**config.mk**
```make
export PLATFORM = sky130hd
export DESIGN_NAME = quadrant_tracker_p
export DESIGN_NICKNAME = d
export VERILOG_FILES = /design/src/rtl/quadrant_tracker_pkg.sv /design/src/rtl/quadrant_tracker_p_axis_accum.sv /design/src/rtl/quadrant_tracker_p.sv
export SDC_FILE = /design/constraint.sdc
export NUM_CORES = 1
export LEC_CHECK = 0
export ABC_AREA = 0
export BUFFER_PORTS_ARGS = -buffer_cell sky130_fd_sc_hd__buf_2
export CAP_MARGIN = 5
export CORE_AREA = 5 5 58 60
export DETAILED_ROUTE_END_ITERATION = 10
export DIE_AREA = 0 0 63 65
export PLACE_DENSITY = 0.78
export SYNTH_ARGS = -nofsm -noshare
export SYNTH_HDL_FRONTEND = slang
export SYNTH_SLANG_ARGS = --single-unit
```
**constraint.sdc**
```tcl
create_clock -name clock -period 5.6 [get_ports clock]
set_input_delay 1.12 -clock clock [delete_from_list [all_inputs] [get_ports clock]]
set_output_delay 1.12 -clock clock [all_outputs]
set_load 0.1 [all_outputs]
```
**src/rtl/quadrant_tracker_pkg.sv**
```systemverilog
// Shared definitions for the quadrant tracker.
// FSM state encoding and overflow-policy selectors.
package quadrant_tracker_pkg;

    typedef enum logic [1:0] {
        S_IDLE = 2'd0,
        S_ACK  = 2'd1,
        S_HALT = 2'd2
    } state_t;

    localparam int MODE_HALT = 0;
    localparam int MODE_SAT  = 1;

endpackage

```
**src/rtl/quadrant_tracker_p_axis_accum.sv**
```systemverilog
// One axis of the tracker: position plus displacement,
// with range detection and optional clamping.
module axis_accum #(
    parameter int DW       = 7,
    parameter int PW       = 8,
    parameter int SAT_MODE = 0
) (
    input  logic signed [PW-1:0] pos,
    input  logic signed [DW-1:0] disp,
    output logic signed [PW-1:0] next,
    output logic                 out_of_range
);
    import quadrant_tracker_pkg::*;

    localparam logic [PW-1:0] MIN_V = {1'b1, {(PW-1){1'b0}}};
    localparam logic [PW-1:0] MAX_V = {1'b0, {(PW-1){1'b1}}};

    logic [PW:0] pos_ext;
    logic [PW:0] disp_ext;
    logic [PW:0] sum;

    // One guard bit is enough: |disp| never exceeds the position range.
    always_comb begin
        pos_ext      = {pos[PW-1], pos};
        disp_ext     = {{(PW+1-DW){disp[DW-1]}}, disp};
        sum          = pos_ext + disp_ext;
        out_of_range = sum[PW] ^ sum[PW-1];
        next         = sum[PW-1:0];
        if (out_of_range && SAT_MODE == MODE_SAT) begin
            next = sum[PW] ? MIN_V : MAX_V;
        end
    end

endmodule

```
**src/rtl/quadrant_tracker_p.sv**
```systemverilog
// Handshaked 2-D position accumulator with quadrant output.
// Overflow either halts until reset or clamps with a sticky flag.
module quadrant_tracker_p #(
    parameter int DW       = 7,
    parameter int PW       = 8,
    parameter int SAT_MODE = 0
) (
    input  logic                 clock,
    input  logic                 reset_,
    input  logic signed [DW-1:0] dx,
    input  logic signed [DW-1:0] dy,
    input  logic                 dav_,
    output logic                 rfd,
    output logic [1:0]           q,
    output logic                 ow,
    output logic                 sat,
    output logic signed [PW-1:0] pos_x,
    output logic signed [PW-1:0] pos_y
);
    import quadrant_tracker_pkg::*;

    state_t state;

    logic signed [PW-1:0] nx;
    logic signed [PW-1:0] ny;
    logic                 ox;
    logic                 oy;
    logic                 oor;
    logic                 take;

    axis_accum #(
        .DW       (DW),
        .PW       (PW),
        .SAT_MODE (SAT_MODE)
    ) u_ax (
        .pos          (pos_x),
        .disp         (dx),
        .next         (nx),
        .out_of_range (ox)
    );

    axis_accum #(
        .DW       (DW),
        .PW       (PW),
        .SAT_MODE (SAT_MODE)
    ) u_ay (
        .pos          (pos_y),
        .disp         (dy),
        .next         (ny),
        .out_of_range (oy)
    );

    // In clamp mode an overflowing command is still applied.
    always_comb begin
        oor  = ox | oy;
        take = !oor || (SAT_MODE == MODE_SAT);
    end

    // Handshake FSM with registered position, quadrant and flags.
    always_ff @(posedge clock) begin
        if (!reset_) begin
            state <= S_IDLE;
            rfd   <= 1'b1;
            q     <= 2'b00;
            ow    <= 1'b0;
            sat   <= 1'b0;
            pos_x <= '0;
            pos_y <= '0;
        end else begin
            unique case (state)
                S_IDLE: begin
                    if (!dav_) begin
                        rfd <= 1'b0;
                        if (take) begin
                            pos_x <= nx;
                            pos_y <= ny;
                            q     <= {nx[PW-1], ny[PW-1]};
                            state <= S_ACK;
                            if (oor) begin
                                sat <= 1'b1;
                            end
                        end else begin
                            ow    <= 1'b1;
                            state <= S_HALT;
                        end
                    end
                end
                S_ACK: begin
                    if (dav_) begin
                        rfd   <= 1'b1;
                        state <= S_IDLE;
                    end
                end
                S_HALT: begin
                    rfd <= 1'b0;
                    ow  <= 1'b1;
                end
                default: begin
                    rfd   <= 1'b1;
                    state <= S_IDLE;
                end
            endcase
        end
    end

endmodule

```
Word-level counts from Yosys, hierarchy flattened --
Cells that the tools add are included.
Storage, ports and cells: flip-flop bits (word level) 22, word-level logic and storage cells 35
Operators by class: add/subtract/negate cells 2, equality and inequality tests 5, multiplexer cells 10, bitwise logic cells 6, reductions and logical operators 6
Operators with widths (number):
- 8-bit by 7-bit adder with 9-bit output | 2
- 3-bit AND reduction | 3
- 2-bit 2-to-1 mux | 3
- 2-bit != test (second input constant) | 3
- 2-bit one-hot mux with 3 select lines | 1
- 1-bit 2-to-1 mux | 4
- 1-bit NOT | 3
- 1-bit one-hot mux with 3 select lines | 1
- 2-bit by 1-bit equality test with 1-bit output (second input constant) | 1
- 2-bit equality test (second input constant) | 1
- 2-bit zero test | 1
- 1-bit one-hot mux with 2 select lines | 1
- 2-bit AND reduction | 1
- 2-bit nonzero test | 1
- 1-bit bitwise XOR | 2
- 1-bit OR | 1

Logic depth before layout (Yosys ltp) --
Gate-level depths: netlist (run 1).
word-level depth 6, mapped depth 10, mapped depth without buffers 8

Cells and area by module --
A second synthesis (run 1) with hierarchy kept.
Unflattened totals: cell total of the unflattened synthesis 170, area total of the unflattened synthesis 1493.9 um^2
Modules (own cells, without submodules):
- quadrant_tracker_p | times used 1, cells an instance 90, area each 825.8 um^2
- axis_accum | times used 2, cells an instance 40, area each 334.1 um^2

Worst setup path after synthesis (run 1) --
No wires, ideal clock.
kind input port to flip-flop, start input port dx[0], end register pos_x[1], setup time 122 ps, data arrival time 2987 ps, data required time 5478 ps, slack 2491 ps, stages 10, path buffers 2, cells stage by stage ha_1 > fa_1 > a21oi_1 > o211ai_1 > o31ai_1 > xnor2_1 > nand4_1 > buf_6 > buf_12 > mux2i_1
Between the ends: cells in the longest elaborated chain, start to end 5
RTL lines:
- from (decl) | RTL line quadrant_tracker_p.sv:10 | input logic signed [DW-1:0] dx,
- 8-bit by 7-bit adder with 9-bit output * | RTL line quadrant_tracker_p_axis_accum.sv:26 | sum = pos_ext + disp_ext;
- 1-bit bitwise XOR | RTL line quadrant_tracker_p_axis_accum.sv:27 | out_of_range = sum[PW] ^ sum[PW-1];
- 1-bit OR | RTL line quadrant_tracker_p.sv:55 | oor = ox | oy;
- 1-bit NOT (no line)
- 3-bit AND reduction (no line)
- to (signal assigned) | RTL line quadrant_tracker_p.sv:75 | pos_x <= nx;
- to (decl) | RTL line quadrant_tracker_p.sv:17 | output logic signed [PW-1:0] pos_x,
Every way passes the cells marked *; elsewhere a longest branch is shown, timed or not. A chain may end at the register's enable or synchronous reset.

Worst setup path after layout (run 1) --
start input port dx[0], end register pos_x[2]
The elaborated chain is that of the path after synthesis.

==> results of run 1 <==
## registers in the layout (all words and copies together) (netlist names)
register / cells
q: 2
rfd: 1
ow: 1
pos_y: 7
state: 2
pos_x: 7
## final cells by class
type	instances	area [um^2]
fill	288	1226
multi-input combinational	135	977.2
timing repair buffer	37	187.7
clock buffer	3	22.52
sequential	20	400.4
tap	33	41.29
inverter	6	22.52
## cell families (layout without fill, tap and decap cells)
| family | Yosys count | count (layout) | synth area share, % |
|---|---|---|---|
| adders and majority gates | 18 | 18 | 16.35 |
| muxes | 16 | 16 | 10.90 |
| and+or+nand+nor | 51 | 51 | 14.74 |
| AOI/OAI and AO/OA | 37 | 37 | 17.12 |
| xor gates and xnor gates | 12 | 12 | 7.155 |
| DFF | 20 | 20 | 27.26 |
| buffers and inverters | 15 | 46 | 6.218 |
| other | 1 | 1 | 0.2553 |
## cell usage after synthesis, types with 3 or more instances
cell type,number,area share [%]
xnor2_1,6,3.6
inv_1,6,1.5
nand3_1,4,1.4
clkbuf_1,4,1.0
mux2i_1,16,11
a21oi_1,11,3.7
o21ai_0,4,1.4
ha_1,16,14
a21o_1,7,3.6
xor2_1,6,3.6
dfxtp_1,20,27
nand2_1,34,8.7
o21ai_1,6,2.0
nor2_1,6,1.5
buf_4,3,1.5
## per-stage QoR
stage / instances / setup WS, ns / instance area [um^2] / hold WS [ns] / total power [mW]
6_report: 234 / 2.523 / 1652 / 0.4805 / 1.032
3_5_place_dp: 231 / 2.200 / 1629 / 0.4665 / 0.9724
3_3_place_gp: 231 / 2.240 / 1629 / 0.4548 / 0.9644
4_1_cts: 234 / 2.509 / 1652 / 0.4807 / 1.042
2_1_floorplan: 170 / 2.491 / 1469 / 0.4478 / 0.8916
5_1_grt: 234 / 2.365 / 1652 / 0.5169 / 1.109
## path summary, 6_finish.rpt
check                             start               endpoint  slack (ns)  cells after the start
setup / recovery                  dx[0]  pos_x[2]$_SDFFE_PN0P_        2.52                     10
hold / removal    state[0]$_SDFFE_PN0P_  state[0]$_SDFFE_PN0P_        0.48                      2
setup reg to reg  pos_x[0]$_SDFFE_PN0P_  pos_x[2]$_SDFFE_PN0P_        3.11                      9
hold reg to reg   state[0]$_SDFFE_PN0P_  state[0]$_SDFFE_PN0P_        0.48                      2
## tightest hold or removal path: stages, from the launching register on
cell      delay (ns)
dfxtp_1         0.33
nand2_1         0.05
a21boi_1        0.05
## cells in the final DEF, fill, tap and decap left out, types with 3 or more instances in the layout
master | synthesis | final
a21o_1 | 7 | 7
a21oi_1 | 11 | 11
buf_2 | 0 | 36
clkbuf_4 | 0 | 3
dfxtp_1 | 20 | 20
ha_1 | 16 | 16
inv_1 | 6 | 6
mux2i_1 | 16 | 16
nand2_1 | 34 | 34
nand3_1 | 4 | 4
nor2_1 | 6 | 6
o21ai_0 | 4 | 4
o21ai_1 | 6 | 6
xnor2_1 | 6 | 6
xor2_1 | 6 | 6
## per-layer routing
| layer | global-route usage (%) | vias up | share of wire, % |
|---|---|---|---|
| li1 | - | 655 | - |
| met1 | 17.58 | 543 | 46 |
| met5 | 0 | - | 0 |
| met4 | 3.183 | 0 | 1.0 |
| met2 | 23.97 | 20 | 48 |
| met3 | 4.506 | 5 | 4.7 |
## power groups by stage
stage	logic [mW]	clock network [mW]	registers, mW
after floorplan	0.365	0	0.527
after global placement	0.728	0	0.236
after detailed placement	0.734	0	0.238
after CTS	0.737	0.0696	0.236
after global routing	0.789	0.0764	0.244
final	0.731	0.0669	0.234
==> flow_metrics.tcl, run 1 <==
set metrics [dict create \
    p_sw_share_pct 59.49 \
    cpMaxStageDelayCell "fa_1" \
    setup_violations 0 \
    grt_max_degree 37 \
    max_stage_delay_ns 0.41 \
    diodes 0 \
    grt_pass1_wl_mm 4.767 \
    route.detailed.drc 0 \
    avgViaCountPerCell 5.226 \
    timing.fmax_mhz 325.0 \
    overflow 0 \
    powerDensity_nw_per_um2 625.0 \
    antenna_found_initial 0 \
    intPower_mw 0.4182 \
    avgSynthCellArea_um2 8.641 \
    fin_setup_tns_ns 0 \
    final_nets 238 \
    synth_edf_count 0 \
    fin_crit_ns 3.077 \
    syn_inst 170 \
    maxSlewHeadroom_pct 62.05 \
    routed_wl_mm 2.783 \
    post-route-util_pct 57.39 \
    die-area_um2 4095 \
    yosysWarnings 0 \
    finalCritPeriodShare_pct 54.94 \
    skew_ns 0.003937 \
    worstPathArrival_ns 3.31 \
    grt_usage_pct 14.22 \
    vias 1223 \
    grt_pass1_vias 1130 \
    start_kind "input port" \
    cts_buffer_depth 2 \
    worst-path-max-fanout 17 \
    clock-sinks 20 \
    p_sw_mw 0.6141 \
    dr.pass1.iters 4 \
    die_h_um 65 \
    worst_slew_pin_slew_ns 0.5693 \
    io_buffers 36 \
    synth-seq-cells 20 \
    synth-seq-area-share_pct 27.26 \
    status "complete, no violations" \
    hold_viol_final 0 \
    p_leak_nw 0.9069 \
    hold_class "register to register" \
    maxCapViolations 0 \
    wl_per_cell_um 11.89 \
    cts_tree "yes" \
    grt_setup_unrepaired "false" \
    ant_nets 0 \
    final_max_slew_viol_count 0 \
    gp_congestion 0.7899 \
    end_kind "register" \
    cp_cell_sequence "buf_2, ha_1, fa_1, a21oi_1, o211ai_1, o31ai_1, xnor2_1, nand4_1, buf_4, mux2i_1" \
    hold_buffers 0 \
    clkPwrFrac_pct 6.5 \
    synth_nets 205 \
    area_delta_synth_final_pct 12.44 \
    core_um2 2878 \
    path_class "input port to register" \
    root_buffer "clkbuf_4" \
    seq_power_share_pct 22.7 \
    synth-async-reset-ratio_pct 0 \
    clk_latency_ns 0.30 \
    die_w_um 63 \
    boundaryPins 38 \
    path_buf_inv 2 \
    initial_core_util_pct 51.04 \
    hpwlAfterDp_mm 2.253 \
    synthFlopType "dfxtp_1" \
    ys_types 29 \
    drive_gt1_share_pct 20.90 \
    numCtsBuffers 3 \
    path_clk_slew_ns 0.10 \
    drt_iter0_drc 60 \
    ir_worst_vdd_v 0.0006110 \
    path_delay_family "compound AO/OA/AOI/OAI gates" \
    synth_area_um2 1469 \
    cts_resized 0 \
    post_cts_buffers 0 \
    rows 20 \
    required_ns 5.83 \
    pwr-share-comb_pct 70.9 \
    htreeDepth 1 \
]
Power figures use the tool's default switching activity.
==> inputs of run 2 (changes only) <==
--- a/config.mk
+++ b/config.mk
@@ -8,10 +8,10 @@
 export ABC_AREA = 0
 export BUFFER_PORTS_ARGS = -buffer_cell sky130_fd_sc_hd__buf_2
 export CAP_MARGIN = 5
-export CORE_AREA = 5 5 58 60
+export CORE_AREA = 5 5 62 64
 export DETAILED_ROUTE_END_ITERATION = 10
-export DIE_AREA = 0 0 63 65
-export PLACE_DENSITY = 0.78
+export DIE_AREA = 0 0 67 69
+export PLACE_DENSITY = 0.72
 export SYNTH_ARGS = -nofsm -noshare
 export SYNTH_HDL_FRONTEND = slang
 export SYNTH_SLANG_ARGS = --single-unit
==> constraint.sdc (replaced) <==
create_clock -name clock -period 2.7 [get_ports clock]
set_input_delay 0.54 -clock clock [delete_from_list [all_inputs] [get_ports clock]]
set_output_delay 0.54 -clock clock [all_outputs]
set_load 0.1 [all_outputs]
==> flow_metrics.tcl, run 2 (synthesis results as in run 1) <==
set metrics [dict create \
    die_h_um 69 \
    drt_iter0_drc 64 \
    p_leak_nw 0.9388 \
    final_nets 242 \
    root_buffer "clkbuf_4" \
    holdWs_ns 0.4747 \
    fin_setup_tns_ns 0 \
    core_um2 3232 \
    top_regs "pos_x x7, pos_y x7" \
    finalCritPeriodShare_pct 87.74 \
    area_delta_synth_final_pct 17.38 \
    clk_latency_ns 0.30 \
    required_ns 2.90 \
    rr_worst_depth 9 \
    grt_max_degree 37 \
    rows 21 \
    post-route-util_pct 53.35 \
    start_kind "register" \
    path_clk_slew_ns 0.12 \
    finalPower_mw 2.221 \
    hold_viol_final 0 \
    boundaryPins 38 \
    hpwlAfterDp_mm 2.264 \
    ant_nets 0 \
    grt_usage_pct 12.91 \
    worst_slew_pin_slew_ns 0.5755 \
    die-area_um2 4623 \
    grt_pass1_vias 1153 \
    hold_buffers 0 \
    mostFrequentLayoutCells "buf_2, nand2_1, mux2i_1, ha_1, a21oi_1" \
    path_buf_inv 1 \
    gp_congestion 0.7863 \
    numCtsBuffers 3 \
    final_max_slew_viol_count 0 \
    post_cts_buffers 0 \
    clock-sinks 20 \
    cts_tree "yes" \
    routed_wl_mm 2.789 \
    maxSlewHeadroom_pct 61.63 \
    powerDensity_nw_per_um2 1288 \
    htreeDepth 1 \
    route.detailed.drc 0 \
    die_w_um 67 \
    wl_per_cell_um 11.07 \
    end_kind "register" \
    cp_num_cells 9 \
    overflow 0 \
    final_cell_area_um2 1724 \
    fillers 335 \
    vias 1248 \
    setup_violations 0 \
    antenna_found_initial 0 \
    max_stage_delay_ns 0.41 \
    dr.pass1.iters 4 \
    cts_buffer_depth 2 \
    initial_core_util_pct 45.45 \
    worstPathArrival_ns 2.56 \
    final_common_cell "buf_2" \
    grt_setup_unrepaired "false" \
    skew_ns 0.007843 \
    path_class "register to register" \
    path_delay_family "compound AO/OA/AOI/OAI gates" \
    drive_gt1_share_pct 27.67 \
    min_path_cells 2 \
    worst-path-max-fanout 9 \
    hold_class "register to register" \
    cp_cell_sequence "ha_1, fa_1, a21oi_1, o211ai_1, o31ai_1, xnor2_1, nand4_1, buf_4, mux2i_1" \
    r2r_setup_slack_ns 0.33 \
    cpMaxStageDelayCell "fa_1" \
    ir_worst_vdd_v 0.0008302 \
    fin_crit_ns 2.369 \
    status "complete, no violations" \
    io_buffers 36 \
    maxCapViolations 0 \
    grt_pass1_wl_mm 4.905 \
    postPlaceCellArea_um2 1688 \
    diodes 0 \
    timing.fmax_mhz 422.1 \
    avgViaCountPerCell 4.952 \
    cts_resized 0 \
]
[run 2: routing by layer]
metal	part of all wire (%)	vias to the layer above	GRT usage, %
met5	0	-	0
met4	0.50	0	1.351
met3	5.0	2	4.058
met2	48	23	21.62
met1	46	566	16.53
li1	-	657	-
[run 2: area by class of cell]
| type | instances | area (um^2) | share of cell area, % |
|---|---|---|---|
| Sequential cell | 20 | 412.9 | 23.95 |
| Tap cell | 46 | 57.56 | 3.338 |
| Inverter | 6 | 22.52 | 1.306 |
| Multi-Input combinational cell | 135 | 977.2 | 56.68 |
| Clock buffer | 4 | 36.28 | 2.105 |
| Timing Repair Buffer | 41 | 217.7 | 12.63 |
[run 2: final timing paths]
| path | endpoint | startpoint |
|---|---|---|
| min reg2reg | pos_y[4]$_SDFFE_PN0P_ | pos_y[4]$_SDFFE_PN0P_ |
| max | pos_y[5]$_SDFFE_PN0P_ | pos_x[0]$_SDFFE_PN0P_ |
| max reg2reg | pos_y[5]$_SDFFE_PN0P_ | pos_x[0]$_SDFFE_PN0P_ |
| min | pos_y[4]$_SDFFE_PN0P_ | pos_y[4]$_SDFFE_PN0P_ |
[run 2: worst min-delay path: stages (launching register included)]
cell and delay (ns):
dfxtp_2 0.34, nand2_1 0.05, mux2i_1 0.05
[run 2: stage by stage]
stage	instances	setup slack (ns)
after floorplan	170	0.01656
final	252	0.3311
after global placement	248	0.05160
after global routing	252	0.1101
after detailed placement	248	-0.0002329
after CTS	252	0.3086
[run 2: report_power, final]
part           switching (mW)  internal [mW]
logic                    1.11          0.443
registers              0.0834          0.412
clock network          0.0944         0.0823
total                    1.28          0.938
==> inputs of run 3 (changes only) <==
--- a/config.mk
+++ b/config.mk
@@ -8,9 +8,9 @@
 export ABC_AREA = 0
 export BUFFER_PORTS_ARGS = -buffer_cell sky130_fd_sc_hd__buf_2
 export CAP_MARGIN = 5
-export CORE_AREA = 5 5 62 64
+export CORE_AREA = 10 10 67 69
 export DETAILED_ROUTE_END_ITERATION = 10
-export DIE_AREA = 0 0 67 69
+export DIE_AREA = 0 0 77 79
 export PLACE_DENSITY = 0.72
 export SYNTH_ARGS = -nofsm -noshare
 export SYNTH_HDL_FRONTEND = slang
==> constraint.sdc (replaced) <==
create_clock -name clock -period 2.7 [get_ports clock]
set_input_delay 0.405 -clock clock [delete_from_list [all_inputs] [get_ports clock]]
set_output_delay 0.405 -clock clock [all_outputs]
set_load 0.1 [all_outputs]
==> flow_metrics.tcl, run 3 (synthesis results as in run 1) <==
set metrics [dict create \
    rows 21 \
    path_class "register to register" \
    start_kind "register" \
    grt_usage_pct 9.365 \
    startpoint "pos_x[0]$_SDFFE_PN0P_" \
    vias 1227 \
    clkPwrFrac_pct 10.7 \
    fin_setup_tns_ns 0 \
    top_regs "pos_x x7, pos_y x7" \
    fin_ws_ns 0.2727 \
    hold_buffers 0 \
    setup_violations 0 \
    die-area_um2 6083 \
    cts_tree "yes" \
    required_ns 2.89 \
    antenna_found_initial 0 \
    max_stage_delay_ns 0.41 \
    ant_nets 0 \
    worst_slew_pin_slew_ns 0.5426 \
    gp_congestion 0.8035 \
    io_buffers 36 \
    core_um2 3232 \
    cpMaxStageDelayCell "fa_1" \
    seq_power_share_pct 21.8 \
    grt_pass1_vias 1189 \
    grt_pass1_wl_mm 5.009 \
    intPower_mw 0.9912 \
    pre_cts_ws_ns 0.1053 \
    status "complete, no violations" \
    routed_wl_mm 2.931 \
    met2_length_mm 1.424 \
    drt_iter0_drc 46 \
    grt_setup_unrepaired "false" \
    clock-sinks 20 \
    timing.fmax_mhz 412.0 \
    final_nets 239 \
    final_max_slew_viol_count 0 \
    drt-met1-wl_mm 1.338 \
    wl_met3_um 133 \
    numCtsBuffers 3 \
    avgViaCountPerCell 4.928 \
    maxSlewHeadroom_pct 63.83 \
    clk_latency_ns 0.30 \
    hold_path.startpoint "dav_" \
    area_delta_synth_final_pct 16.95 \
    root_buffer "clkbuf_4" \
    mostFrequentLayoutCells "buf_2, nand2_1, mux2i_1, ha_1, a21oi_1" \
    cp_cell_sequence "ha_1, fa_1, a21oi_1, o211ai_1, o31ai_1, xnor2_1, nand4_1, buf_4, mux2i_1" \
    htreeDepth 1 \
    fin_crit_ns 2.427 \
    diodes 0 \
    dr.pass1.iters 4 \
    r2r-start "pos_x[0]$_SDFFE_PN0P_" \
    path_clk_slew_ns 0.12 \
    end_kind "register" \
    top_layer "met4" \
    hold_class "input port to register" \
    die_h_um 79 \
    powerDensity_nw_per_um2 1325 \
    drive_gt1_share_pct 26.60 \
    maxCapViolations 0 \
    final_common_cell "buf_2" \
    finalCritPeriodShare_pct 89.90 \
    wl_per_cell_um 11.77 \
    grt_max_degree 37 \
    worst-path-max-fanout 9 \
    route.detailed.drc 0 \
    post_cts_buffers 0 \
    boundaryPins 38 \
    p_sw_share_pct 56.46 \
    hold_viol_final 0 \
    cts_resized 0 \
    skew_ns 0.006900 \
    ir_worst_vdd_v 0.0007665 \
    p_leak_nw 0.9297 \
    hpwlAfterDp_mm 2.414 \
    overflow 0 \
    pwr-share-comb_pct 67.5 \
    p_sw_mw 1.285 \
    die_w_um 77 \
    cts_buffer_depth 2 \
    worstPathArrival_ns 2.62 \
    initial_core_util_pct 45.45 \
]
-- run 3: changes by cell type in the layout (fill, tap and decap cells not counted), sizes merged --
cell    before  now
buf         41   38
bufinv       0    1
clkbuf       4    3
-- run 3: final timing paths --
check,endpoint,slack (ns),cells after the start
setup / recovery,pos_x[4]$_SDFFE_PN0P_,0.27,9
hold / removal,state[1]$_SDFFE_PN0P_,0.40,3
hold reg to reg,pos_y[2]$_SDFFE_PN0P_,0.48,2
setup reg to reg,pos_x[4]$_SDFFE_PN0P_,0.27,9
-- run 3: worst max-delay path: cells and delay by family, from the launching register on --
kind | cells | cell delay, ns
buffers and inverters | 1 | 0.21
and+or+nand+nor | 1 | 0.15
DFF | 1 | 0.35
adders and majority gates | 2 | 0.62
AOI/OAI and AO/OA | 3 | 0.65
muxes | 1 | 0.13
xor gates and xnor gates | 1 | 0.19
-- run 3: final cells by class --
| cell class | count | area (um^2) |
|---|---|---|
| Inverter | 6 | 22.52 |
| Sequential cell | 20 | 412.9 |
| Clock buffer | 3 | 22.52 |
| Multi-Input combinational cell | 135 | 977.2 |
| Fill cell | 328 | 1514 |
| Clock inverter | 1 | 30.03 |
| Timing Repair Buffer | 38 | 195.2 |
| Tap cell | 46 | 57.56 |
-- run 3: power groups by stage --
stage | combinational, mW | clock (mW) | sequential, mW
global placement | 1.53 | 0 | 0.504
finish | 1.54 | 0.243 | 0.497
CTS | 1.55 | 0.247 | 0.501
detailed placement | 1.54 | 0 | 0.505
global route | 1.66 | 0.258 | 0.514
floorplan | 0.756 | 0 | 1.11
-- run 3: per-stage QoR --
step                      hold slack, ns  cell area (um^2)  utilization [%]  instances  power, mW
after CTS                         0.3975              1718            53.16        249      2.297
after floorplan                   0.4478              1481                -        170      1.866
after detailed placement          0.4677              1665            51.53        245      2.050
after global placement            0.4522              1665            51.53        245      2.037
after global routing              0.4019              1718            53.16        249      2.434
final                             0.3996              1718            53.16        249      2.276
-- run 3: per-layer routing --
metal,vias up,GRT usage [%]
li1,655,-
met3,4,2.928
met1,547,10.39
met5,-,0
met4,0,2.190
met2,21,17.12
